**src/rtl/phy_rx_unstripe.sv**
```systemverilog
// Receive-side lane unstriper: locks onto four consecutive COM symbols, then
// regroups the serial byte stream into 4-lane words, dropping all-COM idle groups.
module phy_rx_unstripe #(
    parameter logic [7:0] COM   = 8'hBC,
    parameter int         LANES = 4
) (
    input  logic       clk,
    input  logic       reset,
    input  logic [7:0] data_in,
    input  logic       valid_in,
    output logic [7:0] out0,
    output logic [7:0] out1,
    output logic [7:0] out2,
    output logic [7:0] out3,
    output logic       valid_out,
    output logic       active,
    output logic       error
);

    typedef enum logic {
        SEARCH  = 1'b0,
        ALIGNED = 1'b1
    } state_t;

    localparam logic [1:0] LAST_LANE = 2'(LANES - 1);

    state_t     state_r, state_s;
    logic [1:0] com_cnt_r, com_cnt_s;
    logic [1:0] lane_idx_r, lane_idx_s;
    logic [7:0] buf0_r, buf1_r, buf2_r;
    logic [7:0] out0_r, out1_r, out2_r, out3_r;
    logic       valid_out_r, active_r, error_r;
    logic       buf_we_s, load_s, drop_s;

    function automatic logic is_idle_group(input logic [7:0] b0, input logic [7:0] b1,
                                           input logic [7:0] b2, input logic [7:0] b3);
        return (b0 == COM) && (b1 == COM) && (b2 == COM) && (b3 == COM);
    endfunction

    // Next-state logic: alignment search, lane sequencing, group completion and drop detection
    always_comb begin
        state_s    = state_r;
        com_cnt_s  = com_cnt_r;
        lane_idx_s = lane_idx_r;
        buf_we_s   = 1'b0;
        load_s     = 1'b0;
        drop_s     = 1'b0;
        case (state_r)
            SEARCH: begin
                if (valid_in && (data_in == COM)) begin
                    if (com_cnt_r == 2'd3) begin
                        state_s    = ALIGNED;
                        com_cnt_s  = 2'd0;
                        lane_idx_s = 2'd0;
                    end else begin
                        com_cnt_s = com_cnt_r + 2'd1;
                    end
                end else begin
                    com_cnt_s = 2'd0;
                end
            end
            ALIGNED: begin
                if (valid_in) begin
                    buf_we_s   = 1'b1;
                    lane_idx_s = lane_idx_r + 2'd1;
                    if (lane_idx_r == LAST_LANE) begin
                        load_s = !is_idle_group(buf0_r, buf1_r, buf2_r, data_in);
                    end else begin
                        load_s = 1'b0;
                    end
                end else if (lane_idx_r != 2'd0) begin
                    // A gap inside a group means lane alignment can no longer be trusted
                    drop_s     = 1'b1;
                    lane_idx_s = 2'd0;
                    com_cnt_s  = 2'd0;
                    state_s    = SEARCH;
                end else begin
                    lane_idx_s = lane_idx_r;
                end
            end
            default: begin
                state_s    = SEARCH;
                com_cnt_s  = 2'd0;
                lane_idx_s = 2'd0;
            end
        endcase
    end

    // State, lane buffers and registered outputs
    always_ff @(posedge clk or posedge reset) begin
        if (reset) begin
            state_r     <= SEARCH;
            com_cnt_r   <= 2'd0;
            lane_idx_r  <= 2'd0;
            buf0_r      <= 8'h00;
            buf1_r      <= 8'h00;
            buf2_r      <= 8'h00;
            out0_r      <= 8'h00;
            out1_r      <= 8'h00;
            out2_r      <= 8'h00;
            out3_r      <= 8'h00;
            valid_out_r <= 1'b0;
            active_r    <= 1'b0;
            error_r     <= 1'b0;
        end else begin
            state_r     <= state_s;
            com_cnt_r   <= com_cnt_s;
            lane_idx_r  <= lane_idx_s;
            valid_out_r <= load_s;
            error_r     <= drop_s;
            active_r    <= (state_s == ALIGNED);
            if (buf_we_s) begin
                // The last lane is consumed straight from data_in, so it needs no buffer
                case (lane_idx_r)
                    2'd0:    buf0_r <= data_in;
                    2'd1:    buf1_r <= data_in;
                    2'd2:    buf2_r <= data_in;
                    default: buf2_r <= buf2_r;
                endcase
            end
            if (load_s) begin
                out0_r <= buf0_r;
                out1_r <= buf1_r;
                out2_r <= buf2_r;
                out3_r <= data_in;
            end
        end
    end

    assign out0      = out0_r;
    assign out1      = out1_r;
    assign out2      = out2_r;
    assign out3      = out3_r;
    assign valid_out = valid_out_r;
    assign active    = active_r;
    assign error     = error_r;

endmodule

```
**config.mk**
```make
export PLATFORM = sky130hd
export DESIGN_NAME = phy_rx_unstripe
export DESIGN_NICKNAME = d
export VERILOG_FILES = /design/src/rtl/phy_rx_unstripe.sv
export SDC_FILE = /design/constraint.sdc
export NUM_CORES = 1
export LEC_CHECK = 0
export BUFFER_PORTS_ARGS = -buffer_cell sky130_fd_sc_hd__clkbuf_2
export CAP_MARGIN = 30
export CORE_UTILIZATION = 55
export CTS_CLUSTER_DIAMETER = 30
export CTS_CLUSTER_SIZE = 24
export DETAILED_ROUTE_END_ITERATION = 8
export PLACE_DENSITY_LB_ADDON = 0.25
export SLEW_MARGIN = 20
export SYNTH_ARGS = -nofsm -noshare
export SYNTH_HDL_FRONTEND = slang
export SYNTH_SLANG_ARGS = --single-unit
export TNS_END_PERCENT = 50
```
**constraint.sdc**
```tcl
create_clock -name clk -period 2.6 [get_ports clk]
set_clock_uncertainty 0.2 [all_clocks]
set_input_delay 0.13 -clock clk [delete_from_list [all_inputs] [get_ports clk]]
set_output_delay 0.13 -clock clk [all_outputs]
set_load 0.05 [all_outputs]
```
==> results by group <==
Layout
  • Commonest non-fill, non-tap cell in the layout: dfrtp_1
  • Share of layout cells above drive strength 1: 51.3%
  • Area Overhead vs Synth: 22.4%
  • Finished Layout Cells: 290
  • Commonest cells after routing, fill and taps aside: dfrtp_1, clkbuf_2, mux2_4
  • Number of antenna repair diodes: 0
  • Design Area, Final: 0.00327 mm²
  • NumNets Final: 247
  • Fill cells: 325

Worst setup path
  • Setup CP Type: reg -> reg
  • Worst path slowest cell: or4b_1
  • Critical path capture point type: flop
  • Bufs and invs on worst path: 1
  • Cells along the critical path: or4b_1 -> nor4_4 -> a31oi_4 -> buf_4 -> mux2_4
  • Worst path top cell family by delay: simple AND/OR/NAND/NOR gates
  • CP Max Fanout: 10
  • Critical Path AT: 2.35 ns
  • CP required: 2.61 ns
  • Critical path launch point type: flop
  • CP peak stage delay: 0.59 ns

Hold path
  • Hold Crit Class: reg -> reg

Drt
  • Total Wirelength: 5200 µm
  • DRT Pass-1 Iters: 4
  • Drt drc: 0
  • Total number of vias: 1596
  • Initial drt markers: 73
  • Via density: 5.50
  • Routed Antenna Nets: 0
  • WL per Instance: 17.9 µm

Synth
  • Cells after Synth: 166
  • Avg Cell Area, Syn: 16.1 µm²
  • Post-Syn Area: 0.00268 mm²
  • Synth cell types: 24
  • Yosys reg bits: 63
  • Seq/Total Area, Yosys: 58.9%
  • Ys Warns: 0
  • Syn Nets: 182

STA
  • Hold WS: 0.310 ns
  • Final setup vio count: 0
  • Fmax: 428 MHz
  • Unrepaired setup endpoints after global routing: no
  • Final Hold Fails: 0
  • Post-route minimum period: 2.34 ns
  • Final period util: 89.8%
  • Slew headroom: 48.6%
  • Slew Viols, Final: 0
  • Post-route setup TNS: 0 ns
  • Slew at the pin with the worst max-slew slack: 0.770 ns

Clock tree
  • Clk buf depth: 2
  • Cts repair resizes: 0
  • Clock-pin slew on the worst setup and hold paths: 0.07 ns
  • CTS Buf Count: 9
  • Clk Latency, worst-skew pair: 0.34 ns
  • Clock Sink Count: 63
  • Htree depth: 3
  • CTS Hold Buffers Added: 10
  • Root Buffer: clkbuf_8
  • TritonCTS clock tree: done
  • Post-CTS setup buffer count: 0

Floorplan
  • Die Ht: 71.7 µm
  • DIE AREA: 0.00515 mm²
  • Row count: 25
  • Initial Util: 57.0%
  • DIE WIDTH: 71.7 µm
  • Ports: 46
  • Core Region: 0.00469 mm²

Global route
  • Vias in the first global route: 1647
  • First-pass GRT wire length: 8220 µm
  • Initial antenna violation count: 0
  • Total track usage: 22.0%
  • Largest net degree at the start of global routing: 64
  • Grt ovf: 0

Power and ir drop
  • Pwr Density: 1230 mW/mm²
  • Total power: 4.03 mW
  • Leakage: 1.62 nW
  • Max IR drop VDD: 0.000730 V

Place
  • Routability-driven placement congestion ratio: 0.712
  • Dpl cell area: 0.00297 mm²
  • PortBufs: 45
  • Detailed Place HPWL: 3520 µm
  • Placed cell count: 264

Flow run
  • MaxCap Viol Count: 0

Outcome
  • Status: completed
[synth_stat cells]
master | count | area (µm²)
nand2b_1 | 1 | 6.26
a31oi_4 | 1 | 21.3
nor4b_1 | 1 | 8.76
nand2_1 | 7 | 26.3
clkbuf_1 | 2 | 7.51
nor2_1 | 3 | 11.3
dfrtp_1 | 63 | 1580
nor4_1 | 1 | 6.26
o211ai_1 | 1 | 7.51
nand4b_1 | 4 | 35.0
or4b_1 | 2 | 20.0
and2_1 | 2 | 12.5
inv_1 | 4 | 15.0
a32o_1 | 2 | 20.0
nor4_4 | 1 | 21.3
nand3_1 | 1 | 5.00
mux2_4 | 29 | 435
nor3_1 | 1 | 5.00
nand4_1 | 1 | 6.26
mux2_2 | 27 | 304
a22o_1 | 2 | 17.5
o21ai_0 | 2 | 10.0
buf_6 | 3 | 33.8
ha_1 | 5 | 62.6
[path summary, 6_finish.rpt]
check                      startpoint            end  slack (ns)  depth (start not counted)
setup / recovery            buf1_r[0]        out2[1]        0.26                          5
min in group asynchronous       reset        out0[0]        0.36                          4
hold / removal                out0[3]        out0[3]        0.31                          1
hold reg to reg               out0[3]        out0[3]        0.31                          1
max in group asynchronous       reset  lane_idx_r[0]        1.34                          4
setup reg to reg            buf1_r[0]        out2[1]        0.26                          5
[where the power goes]
group | internal, mW | leakage (nW) | total (mW) | switching (mW)
logic | 0.563 | 0.695 | 1.49 | 0.929
registers | 1.36 | 0.820 | 1.64 | 0.279
clock network | 0.538 | 0.104 | 0.895 | 0.357
total | 2.46 | 1.62 | 4.03 | 1.57
[layer usage]
layer / wire length, µm / up-vias / part of all wire, % / GRT usage, %
met5: 0 / - / 0 / 0
met3: 155 / 8 / 3.0 / 4.22
met2: 2620 / 36 / 50 / 35.3
met4: 85 / 0 / 1.6 / 11.8
met1: 2340 / 825 / 45 / 28.4
li1: - / 727 / - / -
[sequential cells by signal, summed over array words and instances (netlist names)]
name        count
active          1
buf0_r          8
buf1_r          8
buf2_r          8
com_cnt_r       2
error           1
lane_idx_r      2
out0            8
out1            8
out2            8
out3            8
valid_out       1
[stage by stage]
| stage | worst slack [ns] | utilization [%] |
|---|---|---|
| 2_1_floorplan | 0.209 | - |
| 3_3_place_gp | 0.322 | 63.3 |
| 3_5_place_dp | 0.287 | 63.3 |
| 4_1_cts | 0.248 | 69.8 |
| 5_1_grt | 0.181 | 69.8 |
| 6_report | 0.264 | 69.8 |
[cell type report]
cell class | instances | area [µm²] | area share, %
Timing Repair Buffer | 59 | 368 | 11.2
Tap cell | 54 | 67.6 | 2.06
Multi-Input combinational cell | 94 | 1040 | 31.8
Clock inverter | 4 | 70.1 | 2.14
Clock buffer | 12 | 135 | 4.13
Inverter | 4 | 15.0 | 0.459
Sequential cell | 63 | 1580 | 48.1
[cells by family (layout without fill, tap and decap cells)]
family	Yosys count	after routing	share of synthesized area [%]
AND/OR/NAND/NOR	25	25	6.13
multiplexers	56	56	27.6
AO/OA/AOI/OAI	8	8	2.85
buffers and inverters	9	79	2.10
flip-flops	63	63	58.9
adder cells (fa/ha/maj)	5	5	2.34
[worst register-to-register path, cell delays in order, from the launching register on]
cell	delay [ns]
dfrtp_1	0.39
or4b_1	0.59
nor4_4	0.34
a31oi_4	0.14
buf_4	0.23
mux2_4	0.32
Note: power is estimated with default switching activity, not from simulation.
